## src/rtl/ysyx_22041207_cache_pkg.sv

```systemverilog
// Shared definitions for the load/store cache refill controller and the
// 2-way data cache it talks to.
//   state_t     : controller states
//   DWORD_ALIGN : mask that clears the byte offset inside a 64-bit word
//   OFFSET_W / INDEX_W / TAG_W : address split used by the cache arrays
//   dword_align : helper applying DWORD_ALIGN to a byte address
package ysyx_22041207_cache_pkg;

    typedef enum logic [2:0] {
        IDLE   = 3'd0,
        LOOKUP = 3'd1,
        MREQ   = 3'd2,
        MWAIT  = 3'd3,
        RESP   = 3'd4
    } state_t;

    localparam logic [63:0] DWORD_ALIGN = ~64'h7;

    localparam int OFFSET_W = 3;
    localparam int INDEX_W  = 6;
    localparam int TAG_W    = 64 - INDEX_W - OFFSET_W;

    function automatic logic [63:0] dword_align(input logic [63:0] addr);
        return addr & DWORD_ALIGN;
    endfunction

endpackage

```

## src/rtl/ysyx_22041207_cache_refill.sv

```systemverilog
// Load/store controller sitting between the LSU and the 2-way data cache.
// Loads are looked up in the cache; a miss fetches the aligned dword from
// memory and refills the cache through its update port. Stores are
// write-through: memory first, then a masked cache update. One transaction
// is in flight at a time and the LSU gets a single-cycle response pulse.
//
// Ports
//   clk, rst                 clock, asynchronous active-high reset
//   lsu_req_*                LSU request (valid/ready, wen, addr, wdata, wmask)
//   lsu_resp_*               LSU response pulse, load data, timeout error
//   cache_raddr/hit/rdata    cache lookup
//   cache_upd*               refill strobe + address/data
//   cache_wupd*              store-update strobe + address/data/mask
//   mem_req_*                memory request (valid held until ready)
//   mem_resp_valid/data      memory read data / write acknowledge
module ysyx_22041207_cache_refill
    import ysyx_22041207_cache_pkg::*;
#(
    parameter int TIMEOUT = 255
) (
    input  logic        clk,
    input  logic        rst,
    input  logic        lsu_req_valid,
    output logic        lsu_req_ready,
    input  logic        lsu_req_wen,
    input  logic [63:0] lsu_req_addr,
    input  logic [63:0] lsu_req_wdata,
    input  logic [7:0]  lsu_req_wmask,
    output logic        lsu_resp_valid,
    output logic [63:0] lsu_resp_data,
    output logic        lsu_resp_err,
    output logic [63:0] cache_raddr,
    input  logic        cache_hit,
    input  logic [63:0] cache_rdata,
    output logic        cache_upd,
    output logic [63:0] cache_upd_addr,
    output logic [63:0] cache_upd_data,
    output logic        cache_wupd,
    output logic [63:0] cache_wupd_addr,
    output logic [63:0] cache_wupd_data,
    output logic [7:0]  cache_wupd_mask,
    output logic        mem_req_valid,
    input  logic        mem_req_ready,
    output logic        mem_req_wen,
    output logic [63:0] mem_req_addr,
    output logic [63:0] mem_req_wdata,
    output logic [7:0]  mem_req_wmask,
    input  logic        mem_resp_valid,
    input  logic [63:0] mem_resp_data
);

    // Last MWAIT count value before giving up; the wait lasts TIMEOUT cycles.
    localparam logic [7:0] TIMEOUT_LAST = 8'(TIMEOUT - 1);

    state_t      state_reg;
    logic        ready_reg;
    logic        wen_reg;
    logic [63:0] addr_reg;      // stored already dword-aligned
    logic [63:0] wdata_reg;
    logic [7:0]  wmask_reg;
    logic [63:0] data_reg;      // load data for the response and the refill
    logic [7:0]  cnt_reg;
    logic        resp_valid_reg;
    logic        resp_err_reg;
    logic [63:0] resp_data_reg;
    logic        upd_reg;
    logic        wupd_reg;
    logic        mreq_valid_reg;
    logic        mreq_wen_reg;
    logic [63:0] mreq_addr_reg;
    logic [63:0] mreq_wdata_reg;
    logic [7:0]  mreq_wmask_reg;

    always_ff @(posedge clk or posedge rst) begin
        if (rst) begin
            state_reg      <= IDLE;
            ready_reg      <= 1'b0;
            wen_reg        <= 1'b0;
            addr_reg       <= '0;
            wdata_reg      <= '0;
            wmask_reg      <= '0;
            data_reg       <= '0;
            cnt_reg        <= '0;
            resp_valid_reg <= 1'b0;
            resp_err_reg   <= 1'b0;
            resp_data_reg  <= '0;
            upd_reg        <= 1'b0;
            wupd_reg       <= 1'b0;
            mreq_valid_reg <= 1'b0;
            mreq_wen_reg   <= 1'b0;
            mreq_addr_reg  <= '0;
            mreq_wdata_reg <= '0;
            mreq_wmask_reg <= '0;
        end else begin
            // Response and cache strobes are single-cycle pulses.
            resp_valid_reg <= 1'b0;
            resp_err_reg   <= 1'b0;
            resp_data_reg  <= '0;
            upd_reg        <= 1'b0;
            wupd_reg       <= 1'b0;

            case (state_reg)
                IDLE: begin
                    if (lsu_req_valid && ready_reg) begin
                        wen_reg   <= lsu_req_wen;
                        addr_reg  <= dword_align(lsu_req_addr);
                        wdata_reg <= lsu_req_wdata;
                        wmask_reg <= lsu_req_wmask;
                        ready_reg <= 1'b0;
                        state_reg <= LOOKUP;
                    end else begin
                        // Also raises ready on the first edge after reset.
                        ready_reg <= 1'b1;
                    end
                end
                LOOKUP: begin
                    if (!wen_reg && cache_hit) begin
                        data_reg       <= cache_rdata;
                        resp_data_reg  <= cache_rdata;
                        resp_valid_reg <= 1'b1;
                        state_reg      <= RESP;
                    end else begin
                        // Stores always go to memory regardless of a hit.
                        mreq_valid_reg <= 1'b1;
                        mreq_wen_reg   <= wen_reg;
                        mreq_addr_reg  <= addr_reg;
                        mreq_wdata_reg <= wen_reg ? wdata_reg : 64'd0;
                        mreq_wmask_reg <= wen_reg ? wmask_reg : 8'd0;
                        state_reg      <= MREQ;
                    end
                end
                MREQ: begin
                    if (mem_req_ready) begin
                        mreq_valid_reg <= 1'b0;
                        cnt_reg        <= '0;
                        state_reg      <= MWAIT;
                    end
                end
                MWAIT: begin
                    if (mem_resp_valid) begin
                        resp_valid_reg <= 1'b1;
                        state_reg      <= RESP;
                        if (wen_reg) begin
                            wupd_reg <= 1'b1;
                        end else begin
                            upd_reg       <= 1'b1;
                            data_reg      <= mem_resp_data;
                            resp_data_reg <= mem_resp_data;
                        end
                    end else if (cnt_reg == TIMEOUT_LAST) begin
                        resp_valid_reg <= 1'b1;
                        resp_err_reg   <= 1'b1;
                        state_reg      <= RESP;
                    end else begin
                        cnt_reg <= cnt_reg + 8'd1;
                    end
                end
                RESP: begin
                    ready_reg <= 1'b1;
                    state_reg <= IDLE;
                end
                default: begin
                    state_reg <= IDLE;
                end
            endcase
        end
    end

    assign lsu_req_ready   = ready_reg;
    assign lsu_resp_valid  = resp_valid_reg;
    assign lsu_resp_data   = resp_data_reg;
    assign lsu_resp_err    = resp_err_reg;
    assign cache_raddr     = addr_reg;
    assign cache_upd       = upd_reg;
    assign cache_upd_addr  = addr_reg;
    assign cache_upd_data  = data_reg;
    assign cache_wupd      = wupd_reg;
    assign cache_wupd_addr = addr_reg;
    assign cache_wupd_data = wdata_reg;
    assign cache_wupd_mask = wmask_reg;
    assign mem_req_valid   = mreq_valid_reg;
    assign mem_req_wen     = mreq_wen_reg;
    assign mem_req_addr    = mreq_addr_reg;
    assign mem_req_wdata   = mreq_wdata_reg;
    assign mem_req_wmask   = mreq_wmask_reg;

endmodule

```

## config.mk

```make
export PLATFORM = sky130hd
export DESIGN_NAME = ysyx_22041207_cache_refill
export DESIGN_NICKNAME = d
export VERILOG_FILES = /design/src/rtl/ysyx_22041207_cache_pkg.sv /design/src/rtl/ysyx_22041207_cache_refill.sv
export SDC_FILE = /design/constraint.sdc
export NUM_CORES = 1
export LEC_CHECK = 0
export ABC_AREA = 1
export ABC_CLOCK_PERIOD_IN_PS = 19700
export CAP_MARGIN = 25
export CELL_PAD_IN_SITES_DETAIL_PLACEMENT = 1
export CELL_PAD_IN_SITES_GLOBAL_PLACEMENT = 1
export CORE_AREA = 2 2 318 320
export DETAILED_ROUTE_END_ITERATION = 10
export DIE_AREA = 0 0 320 322
export PLACE_DENSITY_LB_ADDON = 0.25
export SETUP_SLACK_MARGIN = 0.02
export SLEW_MARGIN = 20
export SYNTH_ARGS = -nofsm -noshare
export SYNTH_HDL_FRONTEND = slang
export SYNTH_SLANG_ARGS = --single-unit
```

## constraint.sdc

```tcl
create_clock -name clk -period 19.7 [get_ports clk]
set_input_delay 4.925 -clock clk [delete_from_list [all_inputs] [get_ports clk]]
set_output_delay 4.925 -clock clk [all_outputs]
set_load 0.01 [all_outputs]
```

==> results of run 1 <==
==> final timing paths <==
check	from	endpoint	slack, ns
min	mem_req_wdata[30]$_DFFE_PP0P_	mem_req_wdata[30]$_DFFE_PP0P_	0.47
max reg2reg	wen_reg$_DFFE_PP0P_	mem_req_wdata[1]$_DFFE_PP0P_	16.56
max in group asynchronous	rst	mem_req_addr[35]$_DFFE_PP0P_	12.70
min reg2reg	mem_req_wdata[30]$_DFFE_PP0P_	mem_req_wdata[30]$_DFFE_PP0P_	0.47
max	cache_hit	mem_req_wdata[1]$_DFFE_PP0P_	12.61
min in group asynchronous	rst	lsu_resp_data[3]$_DFF_PP0_	4.87
==> worst max-delay path, cell delays in order <==
cell and delay (ns):
clkdlybuf4s50_1 0.46, nand2_1 0.15, nand2_4 0.12, buf_4 0.70, buf_4 0.80, nand2_1 0.10
o21ai_0 0.13
==> per-layer routing <==
layer | vias to the layer above | track usage [%]
met5 | - | 0
met4 | 0 | 5.456
met3 | 113 | 3.785
met2 | 424 | 24.33
met1 | 7170 | 16.03
li1 | 6879 | -
==> layout make-up <==
class,count,area [um2]
clock buffers,77,1538
fillers,11490,72650
clock inverters,17,231.5
flip-flops and latches,413,10340
inverters,181,691.9
diodes,8,20.02
repair buffers,806,8031
well taps,1298,1624
multi-input cells,1091,4444
==> power by group through the flow <==
stage | Sequential, mW | Clock [mW] | Combinational [mW]
2_1_floorplan | 1.55 | 0 | 0.717
3_3_place_gp | 1.45 | 0 | 1.92
3_5_place_dp | 1.47 | 0 | 1.93
4_1_cts | 1.46 | 1.04 | 1.94
5_1_grt | 1.50 | 1.08 | 2.06
6_report | 1.45 | 0.996 | 1.89
==> cell families after synthesis <==
kind of cell               after synthesis  synth area share [%]
AOI/OAI and AO/OA                      142                 4.308
DFF                                    413                 61.46
xor gates and xnor gates                 1               0.05209
and+or+nand+nor                        934                 21.48
adders and majority gates                2                0.1488
buffers and inverters                  395                 12.53
other                                    1               0.02230
==> cells in the final DEF (no fill, tap or decap), types with 2 or more instances in the layout <==
cell,n
clkdlybuf4s50_1,790
nand2_1,784
dfrtp_1,412
inv_1,177
nor2_1,82
o21ai_0,75
a21oi_1,65
nand3_1,54
clkbuf_16,54
buf_4,15
clkbuf_1,13
conb_1,12
clkbuf_8,10
diode_2,8
clkinv_2,8
bufinv_16,5
nor3_1,3
nor2_4,3
nand2_2,3
inv_2,2
ha_1,2
clkinv_4,2
==> summary.md, run 1 <==
| Metric | Value |
|---|---|
| Met3 WL | between 4000 and 5000 um |
| Core area | between 90,000 and 100,000 um2 |
| CTS root buffer | clkbuf_16 |
| Leakage power | 13.19 nW |
| Power density cells | 160.8 nW/um2 |
| Sw Ratio | between 30% and 40% |
| Die extent in x | around 320 um |
| Post-CTS setup buffers | 0 |
| Slew margin rel. | about a third |
| Port bufs | 790 |
| Setup WS pre-CTS | 11.58 ns |
| Top cells by count, synth | nand2_1 (787), dfrtp_1 (413), inv_1 (178), buf_4 (143), nor2_1 (83) |
| Reg power frac | between 30 and 40% |
| Hold WC Path Type | reg2reg |
| Total power | 4.329 mW |
| Synth Flop Type | dfrtp_1 |
| Max clock buf depth | 3 |
| Clk sinks | 413 |
| Layout Nets | about 2,800 |
| WP data required | between 20 and 25 ns |
| Met2 WL post-DR | 37,680 um |
| Vias in the first global route | ~16,000 |
| Post-synth cell types | 25 |
| Combinational group share of total power | a little over two fifths |
| Status | complete, no violations |
| Kind of critical path | in2reg |
| Final instance area | around 27,000 um2 |
| Placed Instances | ~3,800 |
| Num CTS Buffers | 52 |
| Post-synth top area share | around three fifths |
| Setup Skew | around 0.027 ns |
| Clock period minus worst slack | 7.085 ns |
| P_sw | around 1.6 mW |
| Min Hold Slack | 0.4685 ns |
| Crit path launch type | primary input |
| Tcrit/Tclk final | 35.97% |
| Synthesized flop and latch total | 413 |
| Area Growth Syn to Fin | 60.07% |
| Count leader, synth | nand2_1 |
| Yosys top cell by area | dfrtp_1 |
| Seq/Total Area, Yosys | approximately 60% |
| DR top layer | met4 |
| Async set or reset register ratio after synthesis | between 90% and 100% |
| Syn Std Cell Area | ~17,000 um2 |
| WL per Instance | 18.92 um |
| # IOs | 806 |
| Iter 0 DRT Violations | between 500 and 600 |
| # rows | roughly 120 |
| Max Slew Vio Count | 0 |
| Worst reg2reg path depth | 8 |
| Clk_lat worst skew | 0.62 ns |
| Max-Cap Viols | 0 |
| Via density | roughly 3.7 |
| Fmax | ~140 MHz |
| Overall Global Routing Usage | between 10 and 15% |
| Post-synth EDFFs | 0 |
| Layout cells sized above 1 | 4.333% |
| Final hold vios | 0 |
| Routed vias | approximately 15,000 |
| Maximum VDD drop | 0.06203 mV |
| Reg clk slew, reported paths | around 0.060 ns |
| RSZ-0062 raised after global routing | no |
| Crit-path max FO | a little under 70 |
| Arr. time, crit path | 7.59 ns |
| Part of the power in the clock network | a little under a quarter |
| Number of remaining DRC errors | 0 |
| Initial core utilization | roughly 17% |
| DRT Pass-1 Iters | 4 |
| Finished Layout Cells | ~3,900 |
| CTS tree | built |
| Area contributors post-synth | dfrtp_1 (61%), nand2_1 (18%), buf_4 (6.4%), inv_1 (4.0%), o21ai_0 (2.2%) |
| Slew @ Worst Pin | slightly above 1 ns |
| Detailed Place HPWL | 53,100 um |
| Post-CTS Resized | 0 |
| Endpoints failing setup | 0 |
| Area of the die | just over 100,000 um2 |
| Total global routing overflow | 0 |
| Initial antenna violation count | 7 |
| Synth Instances | between 1,500 and 2,000 |
| P_int | between 2 and 3 mW |
| Metal-1 WL | roughly 29,000 um |
| Post-Syn Area per Cell | 8.907 um2 |
| Total Neg Setup Slack | 0 ns |
| Hold path depth | 2 |
| Antenna Nets Post-Route | 0 |
| Largest net degree at the start of global routing | 115 |
| DRT Wirelength | about 74,000 um |
| Final core occ | 27.03% |
| Crit end category | register |
| Routability cong. | between 0.8 and 0.9 |
| Die Ht | between 300 and 400 um |
| Htree depth | 2 |
| Setup WS post-layout | 12.61 ns |
| Post-CTS Hold Buffers | 0 |
| First-pass GRT wire length | around 110,000 um |
| Yosys warns | 0 |
| Placed cell areas | roughly 25,000 um2 |
Note: power is estimated with default switching activity, not from simulation.
==> run 2, diff against run 1 <==
--- a/config.mk
+++ b/config.mk
@@ -6,7 +6,7 @@
 export NUM_CORES = 1
 export LEC_CHECK = 0
 export ABC_AREA = 1
-export ABC_CLOCK_PERIOD_IN_PS = 19700
+export ABC_CLOCK_PERIOD_IN_PS = 6850
 export CAP_MARGIN = 25
 export CELL_PAD_IN_SITES_DETAIL_PLACEMENT = 1
 export CELL_PAD_IN_SITES_GLOBAL_PLACEMENT = 1
==> constraint.sdc (replaced) <==
create_clock -name clk -period 6.85 [get_ports clk]
set_input_delay 1.7125 -clock clk [delete_from_list [all_inputs] [get_ports clk]]
set_output_delay 1.7125 -clock clk [all_outputs]
set_load 0.01 [all_outputs]
==> summary.md, run 2 (synthesis results as in run 1) <==
| Metric | Value |
|---|---|
| Crit end category | register |
| Area of the die | about 100,000 um2 |
| First-pass GRT wire length | 106,900 um |
| Power density cells | ~460 nW/um2 |
| Crit-path max FO | 59 |
| Vias in the first global route | about 16,000 |
| RSZ-0062 raised after global routing | no |
| Routability cong. | just over 0.8 |
| DRT Pass-1 Iters | 4 |
| Post-CTS Resized | 0 |
| Antenna Nets Post-Route | 0 |
| R2r setup slk | about 3.6 ns |
| Post-CTS setup buffers | 0 |
| Iter 0 DRT Violations | ~570 |
| Crit path launch type | primary input |
| Htree depth | 2 |
| Max-Cap Viols | 0 |
| DRT Wirelength | approximately 74,000 um |
| Total Neg Setup Slack | 0 ns |
| Commonest non-fill, non-tap cell in the layout | clkdlybuf4s50_1 |
| Total power | 12.50 mW |
| Hold Path Origin | cache_upd_data[63]$_DFFE_PP0P_ |
| Final hold vios | 0 |
| Number of remaining DRC errors | 0 |
| Initial core utilization | between 10% and 20% |
| Leakage power | roughly 13 nW |
| Clk sinks | 413 |
| Overall Global Routing Usage | ~14% |
| # fillers | between 10,000 and 15,000 |
| Port bufs | approximately 800 |
| # rows | between 100 and 150 |
| Maximum VDD drop | 0.2022 mV |
| Max Slew Vio Count | 0 |
| Most frequent cells in the layout | clkdlybuf4s50_1 (790), nand2_1 (785), dfrtp_1 (412) |
| Kind of critical path | in2reg |
| RR Startpoint | state_reg[2]$_DFFE_PP0P_ |
| Total global routing overflow | 0 |
| # IOs | just over 800 |
| Layout cells sized above 1 | between 4 and 5% |
| Arr. time, crit path | ~4.6 ns |
| CTS root buffer | clkbuf_16 |
| Core area | 99,570 um2 |
| Reg clk slew, reported paths | ~0.060 ns |
| Setup Skew | 0.03160 ns |
| Slew @ Worst Pin | about 1.1 ns |
| Area Growth Syn to Fin | 60.61% |
| Final core occ | a little over a quarter |
| Worst reg2reg path depth | 9 |
| Clk_lat worst skew | 0.63 ns |
| Worst Hold End | cache_upd_data[63]$_DFFE_PP0P_ |
| Via density | ~3.7 |
| Fmax | 248.3 MHz |
| Status | complete, no violations |
| CTS tree | built |
| Initial antenna violation count | 11 |
| Setup WS pre-CTS | 2.062 ns |
| R2R Path End | mem_req_addr[44]$_DFFE_PP0P_ |
| Slew margin rel. | ~29% |
| Hold path depth | 2 |
| Tcrit/Tclk final | 58.78% |
| Largest net degree at the start of global routing | approximately 130 |
| Setup WS post-layout | about 2.8 ns |
| Clock period minus worst slack | between 4 and 5 ns |
| Max clock buf depth | 3 |
| Post-CTS Hold Buffers | 0 |
| Die extent in x | between 300 and 400 um |
| Routed vias | 14,610 |
| Endpoints failing setup | 0 |
| WL per Instance | 18.98 um |
| Layout Nets | 2,824 |
| Num CTS Buffers | 53 |
| Die Ht | roughly 320 um |
| Hold WC Path Type | reg2reg |
| WP data required | between 7 and 8 ns |
| Detailed Place HPWL | between 50,000 and 60,000 um |
[run 2: cell count changes in the layout (fill, tap and decap cells not counted), sizes merged]
cell / delta
buf: +5
bufinv: +1
clkbuf: +2
clkinv: -1
diode: -1
[run 2: metrics by stage]
stage	hold WS [ns]	instance area [um2]	std cells
final	0.4680	27010	3897
after global routing	0.4905	27010	3896
after CTS	0.4719	26990	3890
after detailed placement	0.4572	25210	3794
after global placement	0.4541	25210	3794
after floorplan	0.5086	16860	1899
[run 2: layer usage]
metal	wire length (um)	share of wire, %	global-route usage, %
met1	28830	39	15.93
met5	13	0.018	0
met4	2224	3.0	5.123
met3	4410	6.0	3.810
met2	38480	52	24.51
[run 2: how the worst max path moves through the flow]
stage / start / end / depth (start not counted) / slack, ns
after floorplan: rst / cache_raddr[10]$_DFFE_PP0P_ / 1 / -0.43
after global placement: lsu_req_valid / cache_wupd_data[19]$_DFFE_PP0P_ / 5 / 2.13
after detailed placement: lsu_req_valid / cache_wupd_data[13]$_DFFE_PP0P_ / 6 / 2.06
after CTS: lsu_req_valid / cache_wupd_data[13]$_DFFE_PP0P_ / 6 / 2.73
after global routing: lsu_req_valid / cache_wupd_data[13]$_DFFE_PP0P_ / 6 / 2.55
final: lsu_req_valid / cache_wupd_data[13]$_DFFE_PP0P_ / 6 / 2.82
[run 2: cell type report]
type / instances / area (um2) / share of cell area (%)
antenna: 7 / 17.52 / 0.06486
timing repair buffer: 811 / 8115 / 30.05
clock buffer: 79 / 1535 / 5.684
sequential: 413 / 10340 / 38.27
tap: 1298 / 1624 / 6.013
multi-input combinational: 1091 / 4442 / 16.45
clock inverter: 17 / 250.2 / 0.9265
inverter: 181 / 688.2 / 2.548
[run 2: worst max-delay path, stage by stage]
cell and delay [ns]:
clkdlybuf4s50_1 0.54, nand4_4 0.69, inv_6 0.80, buf_4 0.52, nand2_1 0.12, o21ai_0 0.11
[run 2: power breakdown]
| part | total [mW] | switching, mW | internal [mW] |
|---|---|---|---|
| registers | 4.18 | 0.782 | 3.40 |
| logic | 5.43 | 2.73 | 2.70 |
| clock network | 2.90 | 1.13 | 1.77 |
| total | 12.5 | 4.64 | 7.86 |
==> run 3, diff against run 2 <==
--- a/config.mk
+++ b/config.mk
@@ -6,13 +6,13 @@
 export NUM_CORES = 1
 export LEC_CHECK = 0
 export ABC_AREA = 1
-export ABC_CLOCK_PERIOD_IN_PS = 6850
+export ABC_CLOCK_PERIOD_IN_PS = 3700
 export CAP_MARGIN = 25
 export CELL_PAD_IN_SITES_DETAIL_PLACEMENT = 1
 export CELL_PAD_IN_SITES_GLOBAL_PLACEMENT = 1
-export CORE_AREA = 2 2 318 320
+export CORE_AREA = 2 2 316 318
 export DETAILED_ROUTE_END_ITERATION = 10
-export DIE_AREA = 0 0 320 322
+export DIE_AREA = 0 0 318 320
 export PLACE_DENSITY_LB_ADDON = 0.25
 export SETUP_SLACK_MARGIN = 0.02
 export SLEW_MARGIN = 20
==> constraint.sdc (replaced) <==
create_clock -name clk -period 3.7 [get_ports clk]
set_input_delay 0.925 -clock clk [delete_from_list [all_inputs] [get_ports clk]]
set_output_delay 0.925 -clock clk [all_outputs]
set_load 0.01 [all_outputs]
==> summary.md, run 3 (synthesis results as in run 1) <==
| Metric | Value |
|---|---|
| Status | complete, no violations |
| DR top layer | met5 |
| CTS root buffer | clkbuf_16 |
| Tcrit/Tclk final | 72.91% |
| Maximum VDD drop | around 0.34 mV |
| Max clock buf depth | 3 |
| Core area | between 90,000 and 100,000 um2 |
| Slowest cell on the critical path | clkdlybuf4s50_1 |
| Most frequent cells in the layout | clkdlybuf4s50_1 (790), nand2_1 (785), dfrtp_1 (412) |
| Crit path from | cache_raddr[7]$_DFFE_PP0P_ |
| DRT Wirelength | 74,890 um |
| Placed Instances | roughly 3,800 |
| Detailed Place HPWL | roughly 55,000 um |
| Power density cells | between 800 and 900 nW/um2 |
| Overall Global Routing Usage | 14.34% |
| Largest net degree at the start of global routing | approximately 140 |
| Crit end category | output pin |
| Routability cong. | 0.8675 |
| Post-CTS setup buffers | 0 |
| Post-CTS Hold Buffers | 0 |
| Slew @ Worst Pin | 0.8853 ns |
| Port bufs | roughly 800 |
| Layout cells sized above 1 | roughly 5.3% |
| Routed vias | ~15,000 |
| Setup WS post-layout | between 1 and 1.5 ns |
| Crit path largest cell delay | a little over 0.6 ns |
| Crit-path max FO | 5 |
| Finished Layout Cells | between 3,000 and 4,000 |
| Antenna Nets Post-Route | 0 |
| Clk_lat worst skew | about 0.64 ns |
| CP top delay family | buffers and inverters |
| Area of the die | slightly above 100,000 um2 |
| Met2 WL post-DR | 38,790 um |
| Final hold vios | 0 |
| Iter 0 DRT Violations | 765 |
| First-pass GRT wire length | between 100,000 and 150,000 um |
| CP Cell Sequence | clkdlybuf4s50_1 |
| DRT Pass-1 Iters | 4 |
| Endpoints failing setup | 0 |
| Max-Cap Viols | 0 |
| # fillers | roughly 11,000 |
| Reg clk slew, reported paths | ~0.060 ns |
| Area Growth Syn to Fin | 62.40% |
| Vias in the first global route | approximately 16,000 |
| RSZ-0062 raised after global routing | no |
| Post-CTS Resized | 0 |
| Clk sinks | roughly 410 |
| # rows | about 120 |
| Initial core utilization | around 17% |
| Via density | about 3.8 |
| Layout Nets | 2,844 |
| Setup WS pre-CTS | about 0.58 ns |
| Kind of critical path | reg2out |
| Fmax | 370.7 MHz |
| Leakage power | between 10 and 15 nW |
| Slew margin rel. | between 40% and 50% |
| Total global routing overflow | 0 |
| Max Slew Vio Count | 0 |
| Placed cell areas | 25,440 um2 |
| WL per Instance | around 19 um |
| # IOs | around 810 |
| Die extent in x | ~320 um |
| Htree depth | 2 |
| WP data required | 2.77 ns |
| Initial antenna violation count | 6 |
| Crit path launch type | register |
| Setup Skew | around 0.034 ns |
| Die Ht | around 320 um |
| Number of remaining DRC errors | 0 |
| Hold WC Path Type | reg2reg |
| RR Startpoint | state_reg[2]$_DFFE_PP0P_ |
| Clock period minus worst slack | between 2 and 3 ns |
| Commonest non-fill, non-tap cell in the layout | clkdlybuf4s50_1 |
| WP buf/inv | 1 |
| Arr. time, crit path | ~1.8 ns |
| CTS tree | built |
| Hold Path Origin | cache_upd_data[22]$_DFFE_PP0P_ |
| Metal-1 WL | around 30,000 um |
| Met3 WL | about 4600 um |
| Num CTS Buffers | 55 |
| Final instance area | ~27,000 um2 |
## run 3: cell count changes in the layout (fill, tap and decap cells not counted), sizes merged
cell      before  now
diode          7    4
inv          181  182
bufinv         6    4
clkinvlp       1    5
buf           21   39
clkinv        10    4
clkbuf        79   83
## run 3: stage by stage
step	setup TNS [ns]	hold WS (ns)	util (%)	power, mW
CTS	0	0.4721	27.86	23.94
finish	0	0.4667	27.87	23.39
global placement	0	0.4546	25.96	18.04
global route	0	0.4938	27.87	24.90
detailed placement	0	0.4572	25.96	18.23
floorplan	-1153.34	0.5086	-	12.04
## run 3: where the power goes
| group | switching, mW | internal (mW) |
|---|---|---|
| Combinational | 5.09 | 5.09 |
| Clock | 2.15 | 3.34 |
| Sequential | 1.43 | 6.29 |
| Total | 8.67 | 14.7 |
## run 3: area by class of cell
class	instances	area, um2	share of cell area [%]
timing repair buffer	829	8363	30.62
multi-input combinational	1091	4442	16.26
antenna	4	10.01	0.03665
clock buffer	83	1653	6.052
inverter	181	688.2	2.520
clock inverter	14	206.4	0.7560
tap	1287	1610	5.897
sequential	413	10340	37.85
## run 3: final timing paths
path	endpoint	slack, ns	cells after the start
hold / removal	cache_upd_data[22]$_DFFE_PP0P_	0.47	2
min in group asynchronous	cache_wupd_data[33]$_DFFE_PP0P_	0.68	2
hold reg to reg	cache_upd_data[22]$_DFFE_PP0P_	0.47	2
setup reg to reg	mem_req_addr[55]$_DFFE_PP0P_	1.40	9
max in group asynchronous	lsu_resp_data[9]$_DFF_PP0_	2.03	4
setup / recovery	cache_wupd_addr[7]	1.00	1
## run 3: worst min-delay path, cell delays in order, from the launching register on
cell     delay, ns
dfrtp_1       0.34
nand2_1       0.05
nand2_1       0.04
## run 3: routing by layer
layer / GRT usage, % / vias up
met5: 0 / -
met4: 4.519 / 4
met3: 4.167 / 97
met2: 25.54 / 403
met1: 16.46 / 7296
li1: - / 6920
